<file path="config.mk">
export PLATFORM = sky130hd
export DESIGN_NAME = transition_energy_monitor
export DESIGN_NICKNAME = d
export VERILOG_FILES = /design/src/rtl/transition_energy_monitor.sv
export SDC_FILE = /design/constraint.sdc
export NUM_CORES = 1
export LEC_CHECK = 0
export ABC_AREA = 1
export CORE_MARGIN = 2
export CORE_UTILIZATION = 29
export CTS_CLUSTER_DIAMETER = 120
export CTS_CLUSTER_SIZE = 10
export DETAILED_ROUTE_END_ITERATION = 6
export DONT_BUFFER_PORTS = 1
export GPL_TIMING_DRIVEN = 0
export HOLD_SLACK_MARGIN = 0.06
export PLACE_DENSITY_LB_ADDON = 0.1
export SETUP_SLACK_MARGIN = 0.15
export SLEW_MARGIN = 25
export SYNTH_ARGS = -nofsm -noshare
export SYNTH_HDL_FRONTEND = slang
export SYNTH_SLANG_ARGS = --single-unit
</file>
<file path="constraint.sdc">
create_clock -name clk -period 5.17 [get_ports clk]
set_input_delay 0.2585 -clock clk [delete_from_list [all_inputs] [get_ports clk]]
set_output_delay 0.2585 -clock clk [all_outputs]
set_load 0.02 [all_outputs]
</file>
<file path="src/rtl/transition_energy_monitor.sv">
// rtl/transition_energy_monitor.sv - windowed 0->1 transition counter with energy report
//
// Samples N_SIG gate outputs every clk and counts rising (0->1) transitions.
// Each WIN_LEN-cycle window produces one report (count and count*E_PER_TRANS)
// that is held on rpt_* under a valid/ready handshake until it is accepted.
// A saturating lifetime total and a sticky overrun flag are also kept.
//
// Optional feature macro: TEM_PEAK_TRACK_EN adds rpt_peak, the largest
// per-cycle rise count seen in the reported window.
//
// Ports:
//   clk          system clock, rising edge
//   reset_L      asynchronous active-low reset
//   enable       level, 1 = run measurement windows
//   clear        pulse, clears total_count and overrun
//   sig_in       monitored gate outputs
//   rpt_valid    window report available
//   rpt_ready    consumer accepts report
//   rpt_count    rising transitions in the reported window (saturating)
//   rpt_energy   rpt_count * E_PER_TRANS (saturating)
//   total_count  lifetime rising transitions counted while measuring (saturating)
//   overrun      sticky, a rise was dropped while a report was pending
//   rpt_peak     (TEM_PEAK_TRACK_EN only) peak per-cycle rises in the window
module transition_energy_monitor #(
    parameter int N_SIG       = 4,
    parameter int CNT_W       = 16,
    parameter int WIN_LEN     = 64,
    parameter int E_PER_TRANS = 3,
    localparam int NR_W       = $clog2(N_SIG + 1)
) (
    input  logic               clk,
    input  logic               reset_L,
    input  logic               enable,
    input  logic               clear,
    input  logic [N_SIG-1:0]   sig_in,
    output logic               rpt_valid,
    input  logic               rpt_ready,
    output logic [CNT_W-1:0]   rpt_count,
    output logic [CNT_W+7:0]   rpt_energy,
    output logic [CNT_W-1:0]   total_count,
`ifdef TEM_PEAK_TRACK_EN
    output logic [NR_W-1:0]    rpt_peak,
`endif
    output logic               overrun
);

    localparam int WC_W = $clog2(WIN_LEN);

    typedef enum logic [1:0] {
        IDLE    = 2'd0,
        MEASURE = 2'd1,
        REPORT  = 2'd2
    } state_t;

    state_t           state;
    logic [N_SIG-1:0] prev_q;
    logic [WC_W-1:0]  win_cnt;
    logic [CNT_W-1:0] win_trans;

    logic [N_SIG-1:0] rise;
    logic [NR_W-1:0]  nrise;
    logic [CNT_W:0]   win_sum;
    logic [CNT_W-1:0] win_next;
    logic [CNT_W:0]   tot_sum;
    logic [CNT_W-1:0] tot_next;
    logic [CNT_W+8:0] energy_full;
    logic [CNT_W+7:0] energy_next;

    assign rise = sig_in & ~prev_q;

    always_comb begin
        nrise = '0;
        for (int i = 0; i < N_SIG; i++) begin
            nrise = nrise + NR_W'(rise[i]);
        end
    end

    // One extra bit on each sum exposes overflow so the result can clamp.
    assign win_sum     = {1'b0, win_trans} + (CNT_W+1)'(nrise);
    assign win_next    = win_sum[CNT_W] ? '1 : win_sum[CNT_W-1:0];
    assign tot_sum     = {1'b0, total_count} + (CNT_W+1)'(nrise);
    assign tot_next    = tot_sum[CNT_W] ? '1 : tot_sum[CNT_W-1:0];

    // Energy is taken from the same saturated value that lands in rpt_count.
    assign energy_full = (CNT_W+9)'(win_next) * (CNT_W+9)'(E_PER_TRANS);
    assign energy_next = energy_full[CNT_W+8] ? '1 : energy_full[CNT_W+7:0];

`ifdef TEM_PEAK_TRACK_EN
    logic [NR_W-1:0] win_peak;
    logic [NR_W-1:0] peak_next;
    assign peak_next = (nrise > win_peak) ? nrise : win_peak;
`endif

    always_ff @(posedge clk or negedge reset_L) begin
        if (!reset_L) begin
            state       <= IDLE;
            prev_q      <= '0;
            win_cnt     <= '0;
            win_trans   <= '0;
            total_count <= '0;
            rpt_count   <= '0;
            rpt_energy  <= '0;
            rpt_valid   <= 1'b0;
            overrun     <= 1'b0;
`ifdef TEM_PEAK_TRACK_EN
            win_peak    <= '0;
            rpt_peak    <= '0;
`endif
        end else begin
            prev_q <= sig_in;
            case (state)
                IDLE: begin
                    if (enable) begin
                        state     <= MEASURE;
                        win_cnt   <= '0;
                        win_trans <= '0;
`ifdef TEM_PEAK_TRACK_EN
                        win_peak  <= '0;
`endif
                    end
                end
                MEASURE: begin
                    total_count <= tot_next;
                    // Loss of enable wins over the window-end test: no partial report.
                    if (!enable) begin
                        state     <= IDLE;
                        win_cnt   <= '0;
                        win_trans <= '0;
`ifdef TEM_PEAK_TRACK_EN
                        win_peak  <= '0;
`endif
                    end else if (win_cnt == WC_W'(WIN_LEN - 1)) begin
                        state      <= REPORT;
                        rpt_count  <= win_next;
                        rpt_energy <= energy_next;
                        rpt_valid  <= 1'b1;
                        win_cnt    <= '0;
                        win_trans  <= '0;
`ifdef TEM_PEAK_TRACK_EN
                        rpt_peak   <= peak_next;
                        win_peak   <= '0;
`endif
                    end else begin
                        win_cnt   <= win_cnt + 1'b1;
                        win_trans <= win_next;
`ifdef TEM_PEAK_TRACK_EN
                        win_peak  <= peak_next;
`endif
                    end
                end
                REPORT: begin
                    if (nrise != '0) begin
                        overrun <= 1'b1;
                    end
                    if (rpt_ready) begin
                        rpt_valid <= 1'b0;
                        state     <= enable ? MEASURE : IDLE;
                        win_cnt   <= '0;
                        win_trans <= '0;
                    end
                end
                default: state <= IDLE;
            endcase
            // Clear overrides any same-cycle increment or overrun set.
            if (clear) begin
                total_count <= '0;
                overrun     <= 1'b0;
            end
        end
    end

endmodule

</file>
==> flow_summary.ini <==
[layout]
nFillCells = 1764
area.sequential_um2 = 1980
layout.cells.non_filler = 892
area_growth_syn_to_layout_pct = 16.0
num-nets-final = 703
multi_input_area_um2 = 2470
num_antenna_cells = 0
final_layout_size_suffix_gt1_share_pct = 7.74

[synth]
synthesized_area_um2 = 4830
synth_edf_count = 0
yosys.area.top_type_share_pct = 40.9
postSynth.topFlopCell = dfrtp_1
synth-seq-area-share_pct = 40.9
yosys_warnings = 0
synth_area_leader_cell = dfrtp_1
synthTopCellsByArea = dfrtp_1 (41%), nand2_1 (13%), inv_1 (7.1%)
post_synth_cell_types = 37
post_synth_inst_count = 644
ys_ff_latch = 79
post_synth.cell_area_avg_um2 = 7.50
synthArstFlopShare_pct = 100

[placed_design]
detailed_place_hpwl_um = 9990
post-place-cells = 869
port_buffers = 0
routabilityCongestion = 0.879

[grt]
first_global_vias = 4110
grt.total_usage_pct = 15.5
global_route.overflow_total = 0
grt_antenna_before_repair = 0
first_pass_grt_wire_length_um = 21500
pin_count_of_the_biggest_net_entering_global_routing = 80

[sta]
fin_skew_ns = 0.00762
setup_violations = 0
hold_violations = 0
shortest_period_the_worst_path_allows_ns = 4.69
rsz_0062_raised_after_global_routing = no
timing.slew.headroom_pct = 55.6
worstMarginPinSlew_ns = 0.665
final_max_slew_viol_count = 0
clock.fmax_ghz = 0.213
layout_worst_path_cycle_share_pct = 90.7
fin_hold_ws_ns = 0.0937

[critical_path]
r2r_start = prev_q[0]$_DFF_PN0_
r2r_slack_ns = 0.48
crit_type = reg -> reg
worstSetupStartpointType = register
r2r_cells = 26
arrival_worst_endpoint_ns = 4.93
reg2reg_to = rpt_energy[16]$_DFFE_PN0P_
critPathRequiredTime_ns = 5.41
setup.worst_path.end_class = register
critical_path_peak_fanout = 5

[power_and_ir_drop]
p_sw_share_pct = 25.6
maximum_ir_drop_on_the_vdd_rail_v = 0.000172
pwr-share-comb_pct = 10.5
cellLeakagePower_uw = 0.00282
power_per_cell_area_nw_per_um2 = 270
net-switching-power_uw = 387
clkPwrFrac_pct = 46.4
internal_power_uw = 1120
seq_power_share_pct = 43.1

[detailed_routing]
dr_total_vias = 4230
wl_um = 13300
initialDrtViolationCount = 218
drt_pass_1_iters = 5
post_route_drc = 0
avgViaCountPerCell = 4.74
post_route_antenna_net_violation_count = 0
drt-wirelength-per-cell_um = 14.9

[die]
die_area_um2 = 17700
fp.dieH_um = 133
pin_count = 67
starting_density_of_the_core_pct = 29.5
die-width_um = 133
floorplan.core_area_um2 = 16400
floorplan.rows = 47

[job]
maxCapViolations = 0

[clocking]
htree_num_levels = 3
cts_root_buf = clkbuf_16
tritoncts.num_buffers = 9
tritoncts_clock_tree = built
clock_insertion_delay_worst_skew_ns = 0.35
cts_buffer_depth = 2
numClockSinks = 79
path_clk_slew_ns = 0.06

[min_path]
hold_start = enable
hold_class = in -> reg
holdPathEnd = state[0]$_DFFE_PN0P_
worst_hold_path_stage_count = 2

[status]
status = finished, final reports clean
## layout make-up
type                       count  share of cell area, %
sequential                    79                   35.3
inverter                      96                   6.43
timing repair buffer           8                   1.74
clock buffer                  11                   4.33
buffer                        18                   1.83
clock inverter                 5                   1.45
multi-input combinational    455                   44.0
tap                          220                   4.91
## layer usage
layer / wire length (µm) / track usage (%)
met2: 6300 / 25.3
met1: 6020 / 19.5
met4: 356 / 6.57
met3: 647 / 3.91
met5: 0 / 0
## critical path: stages (launching register included)
cell,delay [ns]
dfrtp_1,0.36
inv_1,0.05
nand2_1,0.07
fa_1,0.54
inv_1,0.04
ha_1,0.23
ha_4,0.26
ha_1,0.28
nand2_1,0.05
nand2_1,0.06
nand2_1,0.07
nand2_1,0.06
nand2_1,0.11
nor2_2,0.24
nand3_1,0.15
nor3_2,0.22
o21ai_0,0.13
a21oi_2,0.20
inv_1,0.10
ha_1,0.37
a21oi_1,0.21
o21a_1,0.22
nor2_1,0.08
a2111oi_2,0.27
nand3_1,0.12
nand2_1,0.07
nand2_1,0.05
## flip-flops by register name (all words and copies together), names as in the netlist
name / count
prev_q: 4
win_trans: 16
win_cnt: 6
overrun: 1
total_count: 16
state: 2
rpt_energy: 17
rpt_valid: 1
rpt_count: 16
## worst max-delay path by stage
| stage | from | end | slack [ns] | cells past startpoint |
|---|---|---|---|---|
| 3_5_place_dp | prev_q[0]$_DFF_PN0_ | rpt_energy[16]$_DFFE_PN0P_ | -0.06 | 26 |
| 3_3_place_gp | prev_q[0]$_DFF_PN0_ | rpt_energy[16]$_DFFE_PN0P_ | -0.13 | 26 |
| 2_1_floorplan | prev_q[0]$_DFF_PN0_ | rpt_energy[16]$_DFFE_PN0P_ | 0.84 | 26 |
| 5_1_grt | prev_q[0]$_DFF_PN0_ | rpt_energy[16]$_DFFE_PN0P_ | 0.14 | 26 |
| 6_report | prev_q[0]$_DFF_PN0_ | rpt_energy[16]$_DFFE_PN0P_ | 0.48 | 26 |
| 4_1_cts | prev_q[0]$_DFF_PN0_ | rpt_energy[16]$_DFFE_PN0P_ | 0.25 | 26 |
## Yosys cell counts (all sizes together), types with 7 or more instances
| master | count |
|---|---|
| a21oi | 28 |
| buf | 9 |
| clkbuf | 10 |
| dfrtp | 79 |
| ha | 23 |
| inv | 93 |
| nand2 | 167 |
| nand3 | 43 |
| nand4 | 7 |
| nor2 | 61 |
| nor3 | 17 |
| o21ai | 41 |
| o22ai | 20 |
| xor2 | 14 |
## cell families (layout without fill, tap and decap cells)
kind of cell / after synthesis / in the layout / share of synthesized area [%]
xor gates and xnor gates: 18 / 18 / 3.26
AOI/OAI and AO/OA: 104 / 104 / 12.2
and+or+nand+nor: 300 / 300 / 26.3
DFF: 79 / 79 / 40.9
other: 1 / 6 / 0.0776
adders and majority gates: 27 / 27 / 7.61
buffers and inverters: 115 / 138 / 9.66
## layout by cell type, fill, tap and decap left out, types with 3 or more instances in the layout
master / instances
clkinv_1: 3
clkbuf_16: 9
nand3_2: 3
dfrtp_1: 79
o21ai_1: 4
fa_1: 4
xor2_1: 14
nand2_1: 163
o21ai_0: 37
nor3_2: 4
ha_1: 21
a21oi_2: 4
a21oi_1: 24
o22ai_1: 20
nand3_1: 40
nand2_2: 4
nor4_1: 3
xnor2_1: 4
dlygate4sd3_1: 7
buf_4: 7
nand4_1: 7
clkbuf_1: 10
o21bai_1: 3
conb_1: 6
a21o_1: 3
inv_1: 92
nor2_1: 55
nor2_2: 6
nor3_1: 13
## stage by stage
| stage | util, % | TNS [ns] | setup slack, ns | area, µm² | total power, µW |
|---|---|---|---|---|---|
| after CTS | 33.8 | 0 | 0.252 | 5550 | 1530 |
| after global routing | 34.1 | 0 | 0.144 | 5600 | 1590 |
| after floorplan | - | 0 | 0.843 | 4850 | 764 |
| after detailed placement | 31.2 | -0.0581 | -0.0581 | 5130 | 802 |
| after global placement | 31.2 | -0.132 | -0.132 | 5130 | 802 |
| final | 34.1 | 0 | 0.482 | 5600 | 1510 |
## power by group through the flow
stage | combinational [µW] | clock (µW) | sequential [µW]
floorplan | 106 | 0 | 659
global placement | 141 | 0 | 661
detailed placement | 140 | 0 | 662
CTS | 162 | 723 | 650
global route | 189 | 744 | 652
finish | 159 | 701 | 650
## repair_timing
action	CTS	global route
endpoints found under the hold margin	85	0
resized for setup	3	13
endpoints found under the setup margin	1	11
hold buffers	8	0
pin swaps	0	0
buffers inserted	0	0
No activity file was read; power rests on OpenSTA's default activity.
